`config.mk`:
```
export PLATFORM = sky130hd
export DESIGN_NAME = servo_ramp_ctrl
export DESIGN_NICKNAME = d
export VERILOG_FILES = /design/src/rtl/servo_pkg.sv /design/src/rtl/servo_frame_timer.sv /design/src/rtl/servo_ramp_ctrl.sv
export SDC_FILE = /design/constraint.sdc
export NUM_CORES = 1
export LEC_CHECK = 0
export ABC_AREA = 1
export CORE_MARGIN = 2
export CORE_UTILIZATION = 50
export CTS_CLUSTER_DIAMETER = 80
export CTS_CLUSTER_SIZE = 20
export DETAILED_ROUTE_END_ITERATION = 12
export PLACE_DENSITY = 0.76
export SLEW_MARGIN = 20
export SYNTH_ARGS = -nofsm -noshare
export SYNTH_HDL_FRONTEND = slang
export SYNTH_HIERARCHICAL = 1
export SYNTH_SLANG_ARGS = --single-unit
```
`constraint.sdc`:
```
create_clock -name clk_i -period 3.3 [get_ports clk_i]
set_input_delay 0.33 -clock clk_i [delete_from_list [all_inputs] [get_ports clk_i]]
set_output_delay 0.33 -clock clk_i [all_outputs]
set_load 0.005 [all_outputs]
```
`src/rtl/servo_pkg.sv`:
```
// Shared definitions for the servo ramp controller: state codes, width, reset period, clamp helper.
package servo_pkg;

  localparam int unsigned PW_W = 16;

  localparam logic [PW_W-1:0] ARR_DEFAULT = 16'd19999;

  // Channel states, kept as plain constants for legacy tool compatibility.
  localparam logic [1:0] StDisabled = 2'd0;
  localparam logic [1:0] StIdle     = 2'd1;
  localparam logic [1:0] StRamp     = 2'd2;

  // Limit a requested width to [lo, hi], then never beyond the period value lim.
  function automatic logic [PW_W-1:0] clamp_pw(input logic [PW_W-1:0] t,
                                               input logic [PW_W-1:0] lo,
                                               input logic [PW_W-1:0] hi,
                                               input logic [PW_W-1:0] lim);
    logic [PW_W-1:0] r;
    r = t;
    if (r > hi) r = hi;
    if (r < lo) r = lo;
    if (r > lim) r = lim;
    return r;
  endfunction

endpackage

```
`src/rtl/servo_frame_timer.sv`:
```
// Period counter: fcnt runs 0..arr and wraps; frame_tick marks the last cycle of each period.
module servo_frame_timer
  import servo_pkg::*;
(
  input  logic            clk_i,
  input  logic            rst_i,
  input  logic            run_i,
  input  logic [PW_W-1:0] arr_i,
  output logic            frame_tick_o
);

  logic [PW_W-1:0] fcnt_q;

  // Held at zero while stopped so the first running cycle starts a fresh period.
  always_ff @(posedge clk_i) begin
    if (rst_i) begin
      fcnt_q <= '0;
    end else if (!run_i || (fcnt_q == arr_i)) begin
      fcnt_q <= '0;
    end else begin
      fcnt_q <= fcnt_q + 16'd1;
    end
  end

  // Period boundary indication.
  always_comb begin
    frame_tick_o = run_i && (fcnt_q == arr_i);
  end

endmodule

```
`src/rtl/servo_ramp_ctrl.sv`:
```
// Servo PWM channel sequencer: accepts target commands, slews cvr per frame, updates only at
// period boundaries. Optional watchdog enabled by defining SERVO_WDOG_EN.
module servo_ramp_ctrl
  import servo_pkg::*;
#(
  parameter int unsigned PW_MIN         = 1000,
  parameter int unsigned PW_MAX         = 2000,
  parameter int unsigned PW_DEFAULT     = 1500,
  parameter int unsigned TIMEOUT_FRAMES = 50
) (
  input  logic            clk_i,
  input  logic            rst_i,
  input  logic            en_i,
  input  logic [PW_W-1:0] arr_cfg_i,
  input  logic            cmd_valid_i,
  output logic            cmd_ready_o,
  input  logic [PW_W-1:0] cmd_target_i,
  input  logic [PW_W-1:0] cmd_step_i,
  output logic [PW_W-1:0] cvr_o,
  output logic [PW_W-1:0] arr_o,
  output logic            pwm_nrst_o,
  output logic            frame_tick_o,
  output logic            busy_o,
  output logic            done_o,
  output logic            wdog_trip_o
);

  localparam logic [PW_W-1:0] PwMin = PW_W'(PW_MIN);
  localparam logic [PW_W-1:0] PwMax = PW_W'(PW_MAX);
  localparam logic [PW_W-1:0] PwDef = PW_W'(PW_DEFAULT);

  logic [1:0]      state_q, state_d;
  logic [PW_W-1:0] cvr_q, cvr_d;
  logic [PW_W-1:0] arr_q, arr_d;
  logic [PW_W-1:0] tgt_q, tgt_d;
  logic [PW_W-1:0] stp_q, stp_d;
  logic            nrst_q, nrst_d;
  logic            done_q, done_d;
  logic            frame_tick;
  logic            accept;
  logic            wdog_trip;
  logic [PW_W:0]   diff;

  servo_frame_timer u_frame_timer (
    .clk_i        (clk_i),
    .rst_i        (rst_i),
    .run_i        (state_q != StDisabled),
    .arr_i        (arr_q),
    .frame_tick_o (frame_tick)
  );

`ifdef SERVO_WDOG_EN
  localparam logic [PW_W-1:0] WdLimit = PW_W'(TIMEOUT_FRAMES - 1);
  logic            trip_q, trip_d;
  logic [PW_W-1:0] wcnt_q, wcnt_d;
  assign wdog_trip = trip_q;
`else
  assign wdog_trip = 1'b0;
`endif

  assign accept = (state_q == StIdle) && cmd_valid_i;

  // Next-state: enable handling, command accept, per-frame slew, optional watchdog override.
  always_comb begin
    state_d = state_q;
    cvr_d   = cvr_q;
    arr_d   = arr_q;
    tgt_d   = tgt_q;
    stp_d   = stp_q;
    nrst_d  = nrst_q;
    done_d  = 1'b0;
    // 17-bit distance so neither direction can wrap.
    diff    = (tgt_q >= cvr_q) ? ({1'b0, tgt_q} - {1'b0, cvr_q})
                               : ({1'b0, cvr_q} - {1'b0, tgt_q});
`ifdef SERVO_WDOG_EN
    trip_d  = trip_q;
    wcnt_d  = wcnt_q;
`endif
    if (!en_i) begin
      state_d = StDisabled;
      nrst_d  = 1'b0;
      cvr_d   = PwDef;
`ifdef SERVO_WDOG_EN
      trip_d  = 1'b0;
`endif
    end else begin
      case (state_q)
        StDisabled: begin
          // A tripped channel stays off until en is cycled low.
          if (!wdog_trip) begin
            state_d = StIdle;
            arr_d   = arr_cfg_i;
            cvr_d   = PwDef;
            nrst_d  = 1'b1;
`ifdef SERVO_WDOG_EN
            wcnt_d  = '0;
`endif
          end
        end
        StIdle: begin
          if (accept) begin
            tgt_d   = clamp_pw(cmd_target_i, PwMin, PwMax, arr_q);
            stp_d   = cmd_step_i;
            state_d = StRamp;
          end
        end
        StRamp: begin
          if (frame_tick) begin
            if ((stp_q == '0) || (diff <= {1'b0, stp_q})) begin
              cvr_d   = tgt_q;
              done_d  = 1'b1;
              state_d = StIdle;
            end else if (tgt_q > cvr_q) begin
              cvr_d = cvr_q + stp_q;
            end else begin
              cvr_d = cvr_q - stp_q;
            end
          end
        end
        default: begin
          state_d = StDisabled;
          nrst_d  = 1'b0;
          cvr_d   = PwDef;
        end
      endcase
`ifdef SERVO_WDOG_EN
      // Timeout takes priority over a ramp finishing on the same frame.
      if (state_q != StDisabled) begin
        if (accept) begin
          wcnt_d = '0;
        end else if (frame_tick) begin
          if (wcnt_q >= WdLimit) begin
            trip_d  = 1'b1;
            nrst_d  = 1'b0;
            cvr_d   = PwDef;
            done_d  = 1'b0;
            state_d = StDisabled;
          end else begin
            wcnt_d = wcnt_q + 16'd1;
          end
        end
      end
`endif
    end
  end

  // State registers with synchronous reset.
  always_ff @(posedge clk_i) begin
    if (rst_i) begin
      state_q <= StDisabled;
      cvr_q   <= PwDef;
      arr_q   <= ARR_DEFAULT;
      tgt_q   <= PwDef;
      stp_q   <= '0;
      nrst_q  <= 1'b0;
      done_q  <= 1'b0;
`ifdef SERVO_WDOG_EN
      trip_q  <= 1'b0;
      wcnt_q  <= '0;
`endif
    end else begin
      state_q <= state_d;
      cvr_q   <= cvr_d;
      arr_q   <= arr_d;
      tgt_q   <= tgt_d;
      stp_q   <= stp_d;
      nrst_q  <= nrst_d;
      done_q  <= done_d;
`ifdef SERVO_WDOG_EN
      trip_q  <= trip_d;
      wcnt_q  <= wcnt_d;
`endif
    end
  end

  // Output mapping.
  always_comb begin
    cmd_ready_o  = (state_q == StIdle);
    busy_o       = (state_q == StRamp);
    cvr_o        = cvr_q;
    arr_o        = arr_q;
    pwm_nrst_o   = nrst_q;
    done_o       = done_q;
    frame_tick_o = frame_tick;
    wdog_trip_o  = wdog_trip;
  end

endmodule

```
Yosys cells after proc, flatten, opt, wreduce, memory -nomap -nowiden

Cells that the tools add are included.

Output and inout port bits: 38
Logic and storage cells: 65
Input bits: 52
Register bits after elaboration: 84

Reduce and logical (&&, ||, !) cells: 16
Equal/unequal tests: 6
Mux-type cells: 20
Add/subtract/negate cells: 5
Bitwise logic cells: 4
Magnitude comparators: 6

Operators with widths:

| kind                                                 | count |
|---|---|
| 2-to-1 mux 16 bit                                    | 12 |
| subtractor 16 x 16 -> 17 bit                         | 2 |
| > comparator 16 bit                                  | 2 |
| case mux 16 bit (2 select lines)                     | 1 |
| less-or-equal comparator 17 x 16 -> 1 bit            | 1 |
| 2-to-1 mux 17 bit                                    | 1 |
| adder 16 x 1 -> 16 bit, second input constant        | 1 |
| adder 16 bit                                         | 1 |
| equality test 16 bit                                 | 1 |
| greater-or-equal comparator 16 bit                   | 1 |
| > comparator 16 x 11 -> 1 bit, second input constant | 1 |
| zero test 16 bit                                     | 1 |
| < comparator 16 x 10 -> 1 bit, second input constant | 1 |
| subtractor 16 bit                                    | 1 |
| 2-to-1 mux 2 bit                                     | 3 |
| case mux 2 bit (3 select lines)                      | 1 |
| AND reduction 3 bit                                  | 2 |
| OR reduction 2 bit                                   | 3 |
| != test 2 x 1 -> 1 bit, second input constant        | 2 |
| NOT 1 bit                                            | 4 |
| AND reduction 2 bit                                  | 2 |
| OR reduction 4 bit                                   | 1 |
| equality test 2 x 1 -> 1 bit, second input constant  | 1 |
| equality test 2 bit, second input constant           | 1 |
| other kinds (8)                                      | 10 |

Depth between registers and ports, before layout

Depth in word-level cells: 12
Mapped depth: 35
Mapped depth without buffers: 33

By module

The synthesis kept the hierarchy.

By module, submodules not included:

| module            | area each (sq um) | instances | cells each | seq. area each (sq um) |
|---|---|---|---|---|
| servo_ramp_ctrl   | 6414.9            | 1         | 974        | 1361.3 |
| servo_frame_timer | 1072.3            | 1         | 188        | 320.3 |

Least setup slack after synthesis

Ideal clock, no wire load.

Kind: reg-to-reg
From: register cvr_q[1], in the netlist cvr_o[1]
To: register cvr_q[10], in the netlist cvr_o[10]
Stages on the path, launching flop included: 33
Clock period less this slack: 3.697 ns
Path buffers: 2
Library setup time: 0.115 ns
Path slack: -0.397 ns
Data required time: 3.185 ns
Arrival: 3.582 ns
Path through: dfxtp_1 inv_1 ha_1 nand2_1 nor2_1 nand3_1 nand3_2 nand2_1 nand3_4 inv_1 buf_2 o21ai_0 xor2_1 inv_1 ha_1 nand2_1 nor2_1 nand2_1 nand3_1 nand2_1 nand2_1 nand2_1 nand2_1 nand2_1 nand2_1 nand2_1 nand2_4 nand2_4 buf_8 nand2_2 nand3_2 nand2_1 nand2_1

Cells in the longest elaborated chain, start to end: 7
Elaborated cells between the ends (all ways): 13
Those cells by class: add/sub (4); order compare (3); mux (5); reduce/logical (1)

Ends and longest elaborated chain:

| what                                                       | line                   | RTL |
|---|---|---|
| start, declared                                            | servo_ramp_ctrl.sv:33  | `logic [PW_W-1:0] cvr_q, cvr_d;` |
| start signal, assigned                                     | servo_ramp_ctrl.sv:151 | `cvr_q <= PwDef;` |
| start signal, assigned                                     | servo_ramp_ctrl.sv:163 | `cvr_q <= cvr_d;` |
| subtractor 16 x 16 -> 17 bit, or another cell as far along | servo_ramp_ctrl.sv:74  | `: ({1'b0, cvr_q} - {1'b0, tgt_q});` |
| 2-to-1 mux 17 bit                                          | servo_ramp_ctrl.sv:73  | `diff = (tgt_q >= cvr_q) ? ({1'b0, tgt_q} - {1'b0, cvr_q})` |
| less-or-equal comparator 17 x 16 -> 1 bit                  | servo_ramp_ctrl.sv:109 | `if ((stp_q == '0) \|\| (diff <= {1'b0, stp_q})) begin` |
| logical OR 1 bit                                           | servo_ramp_ctrl.sv:109 |  |
| 2-to-1 mux 16 bit (*)                                      | servo_ramp_ctrl.sv:109 |  |
| 2-to-1 mux 16 bit (*)                                      | servo_ramp_ctrl.sv:108 | `if (frame_tick) begin` |
| case mux 16 bit (2 select lines) (*)                       | servo_ramp_ctrl.sv:87  | `case (state_q)` |

Every way passes the cells marked *; elsewhere a longest branch is shown, timed or not. The select of a mux whose other input is x is not followed.
A chain may end at the register's enable or synchronous reset.

Worst setup path after layout

From: register tgt_q[2]
To: register cvr_q[2], in the netlist cvr_o[2]

Cells in the longest elaborated chain, start to end: 7
Elaborated cells between the ends (all ways): 11
Those cells by class: add/sub (2); order compare (3); mux (5); reduce/logical (1)

Ends and longest elaborated chain:

| what                                                       | line                   | RTL |
|---|---|---|
| start, declared                                            | servo_ramp_ctrl.sv:35  | `logic [PW_W-1:0] tgt_q, tgt_d;` |
| start signal, assigned                                     | servo_ramp_ctrl.sv:153 | `tgt_q <= PwDef;` |
| start signal, assigned                                     | servo_ramp_ctrl.sv:165 | `tgt_q <= tgt_d;` |
| subtractor 16 x 16 -> 17 bit, or another cell as far along | servo_ramp_ctrl.sv:74  |  |
| 2-to-1 mux 17 bit                                          | servo_ramp_ctrl.sv:73  |  |
| less-or-equal comparator 17 x 16 -> 1 bit                  | servo_ramp_ctrl.sv:109 |  |
| logical OR 1 bit                                           | servo_ramp_ctrl.sv:109 |  |
| 2-to-1 mux 16 bit (*)                                      | servo_ramp_ctrl.sv:109 |  |
| 2-to-1 mux 16 bit (*)                                      | servo_ramp_ctrl.sv:108 |  |
| case mux 16 bit (2 select lines) (*)                       | servo_ramp_ctrl.sv:87  |  |

Marks and branches as above.

==> summary.txt <==
Run status
  – Status: complete, but fails checks
  – Failing checks: setup timing

Final layout
  – Commonest non-fill, non-tap cells in the layout: nand2_1, buf_4, inv_1
  – Non-Filler Instances: around 1700
  – Share of cells above drive strength 1: 29.4%
  – Nets@finish: 1600
  – Diode count: 0
  – P&R area growth vs syn: 51.8%
  – Final Util: 77.9%
  – Most common cell after layout, fill and taps aside: nand2_1
  – Design Area, Final: 11400 sq um

Logic synthesis
  – Yosys reg bits: 84
  – Seq/Total Area, Yosys: between 20 and 25%
  – Simple-gate area share of the yosys netlist: 29.6%
  – Synth Area in Adders: 14.8%
  – Yosys warns: 6
  – Largest family of logic cells by synthesized area: simple AND/OR/NAND/NOR gates
  – Post-synth EDFFs: 0
  – Syn Inst Count: roughly 1200
  – Asr flop ratio synth: 0%
  – Multiplexer share of the synthesized area: 0.267%
  – Distinct cells, synth: 48
  – Synthesized cell area: 7490 sq um
  – Synth Area in Compound Gates: 15.5%
  – Post-Synth XOR/XNOR Area: a little under 6%
  – Dominant synthesized flop cell: dfxtp_1
  – Syn avg cell area: ~6.4 sq um

Detailed routing
  – DRC: 0
  – Via/cell ratio: 5.44
  – Final WL: about 26000 um
  – First DRT Iteration DRCs: 657
  – DRT Pass-1 Iters: 8
  – Drt wl/cell: 15.7 um
  – DR vias: 8977
  – Post-route ant nets: 0

Global routing
  – Initial antenna violation count: 0
  – Tot GR Track Use: 30.0%
  – Vias in the first global route: 8312
  – Largest net degree at the start of global routing: 36
  – First-pass GRT wire length: roughly 39000 um
  – Grt total ovfl: 0

STA
  – Pins Over Slew Limit: 0
  – Setup violations, final: 19
  – Max_slew headroom: 27.9%
  – Worst Skew: around 0.015 ns
  – Fin crit share: 117%
  – Fmax: 0.260 GHz
  – Setup TNS: -9.19 ns
  – Period minus WS final: 3.85 ns
  – Hold Slack: roughly 0.46 ns
  – Final hold viol count: 0
  – Slew @ Worst Pin: 1.08 ns
  – Crit path setup slack, layout: -0.551 ns
  – Unrepaired setup endpoints after global routing: true

Setup path
  – Max stage delay on crit path: 0.37 ns
  – Most frequent cell on the critical path: nand2_1
  – CP max-delay cell: dfxtp_4
  – CP max FO: 6
  – Critical path endpoint category: flip-flop
  – Startpoint Class: flip-flop
  – Crit Path Class: reg -> reg
  – Arrival @ worst endpoint: about 4.1 ns
  – Worst EP required: roughly 3.6 ns

Hold path
  – Hold Path Class: in -> reg

Power
  – Total power: about 5.1 mW
  – Clk network pwr share: 19.6%
  – Leak: between 5 and 6 nW
  – Gate power share: 58.8%
  – Sequential Power Share: between 20% and 30%
  – Cell area power density: 452 nW/um^2
  – Power Internal: 2.92 mW
  – VDD IR max: approximately 330 uV
  – Sw frac: 43.1%
  – Switching pwr: roughly 2.2 mW

CTS
  – CTS H-tree lvls: 3
  – Clk Tree Root Cell: clkbuf_16
  – Clock buffer count from CTS: 9
  – CTS sink count: 84
  – Clock tree buffer depth: 2
  – CTS tree: done
  – Clock transition at the registers of the reported paths: 0.07 ns
  – Skew-Pair Late Insertion Delay: 0.36 ns

Placed design
  – Placement Setup Slack: -0.673 ns
  – IO Port Bufs: 88
  – Hpwl dp: 18400 um
  – Dpl cell area: about 10000 sq um
  – Final estimated routing congestion in global placement: 0.940
  – Post-Place Cells: 1605

Flow run
  – Total of max-cap violations: 0

Die
  – Core area: between 10000 and 15000 sq um
  – Effective utilization at floorplan: 51.3%
  – Die footprint: 16000 sq um
  – Die height: 126 um
  – Row Count: 44
  – Top Ports: 90
  – Die width: 126 um
layout make-up:
| type | instances | area, sq um |
|---|---|---|
| fill | 1009 | 3230 |
| tap | 184 | 230 |
| timing repair inverter | 1 | 5.00 |
| sequential | 84 | 1720 |
| clock buffer | 11 | 243 |
| multi-input combinational | 869 | 5800 |
| clock inverter | 5 | 42.5 |
| inverter | 190 | 719 |
| timing repair buffer | 306 | 2610 |
power groups by stage:
stage | clock network, mW | logic, mW | registers, mW
global route | 1.06 | 3.27 | 1.11
detailed placement | 0 | 2.39 | 1.13
floorplan | 0 | 1.50 | 1.11
finish | 1.01 | 3.02 | 1.11
global placement | 0 | 2.34 | 1.13
CTS | 1.01 | 2.73 | 1.11
flip-flops by register name (all words and copies together), names as in the netlist:
signal                cells
tgt_q                    16
cvr_o                    16
state_q                   2
done_o                    1
stp_q                    16
u_frame_timer/fcnt_q     16
arr_o                    16
pwm_nrst_o                1
worst paths after layout:
| check | startpoint | endpoint | slack [ns] | cells after the start |
|---|---|---|---|---|
| setup / recovery | tgt_q[2] | cvr_o[2] | -0.55 | 31 |
| hold / removal | cmd_target_i[1] | tgt_q[1] | 0.46 | 4 |
| setup reg to reg | tgt_q[2] | cvr_o[2] | -0.55 | 31 |
| hold reg to reg | state_q[1] | state_q[1] | 0.50 | 2 |
critical path: cells and delay by family, from the launching register on:
family          cells  cell delay (ns)
xor+xnor            1             0.10
buf+inv             3             0.39
simple gates       23             2.04
flops               1             0.37
fa+ha+maj           2             0.57
compound gates      2             0.31
synth_stat cells (4+ instances only):
master	number	share of area, %
nand2_1	303	15
inv_1	182	9.1
a21oi_1	108	7.2
nor2_1	89	4.5
dfxtp_1	84	22
ha_1	84	14
nand3_1	70	4.7
o21ai_0	49	3.3
xor2_1	42	4.9
clkbuf_1	15	0.75
o211ai_1	14	1.4
nor3_1	13	0.87
a21o_1	11	1.1
nand4_1	10	0.84
xnor2_1	8	0.94
nand2_2	7	0.58
inv_2	6	0.30
o21bai_1	6	0.60
buf_2	5	0.33
a21oi_2	4	0.47
nor2_2	4	0.33
nor4_1	4	0.33
logic make-up (layout without fill, tap and decap cells):
logic type | Yosys count | in the layout
multiplexers | 2 | 2
buffers and inverters | 215 | 513
flip-flops | 84 | 84
XOR/XNOR | 50 | 50
adder cells (fa/ha/maj) | 87 | 87
other | 1 | 6
AO/OA/AOI/OAI | 206 | 206
AND/OR/NAND/NOR | 517 | 518
metal layers:
| metal | part of all wire [%] | up-vias | global-route usage [%] | routed length (um) |
|---|---|---|---|---|
| met3 | 7.2 | 96 | 4.89 | 1870 |
| met4 | 4.0 | 0 | 11.8 | 1040 |
| met1 | 40 | 4136 | 36.1 | 10300 |
| met5 | 0 | - | 0 | 0 |
| li1 | - | 4337 | - | - |
| met2 | 49 | 408 | 53.5 | 12700 |
what timing repair did:
item                                    4_1_cts  5_1_grt
pin swaps                                    33       73
endpoints found under the setup margin       33       35
gates cloned                                  1        1
buffers inserted                             15       12
resized for setup                            76      100
hold buffers                                  0        0
Note: power is estimated with default switching activity, not from simulation.
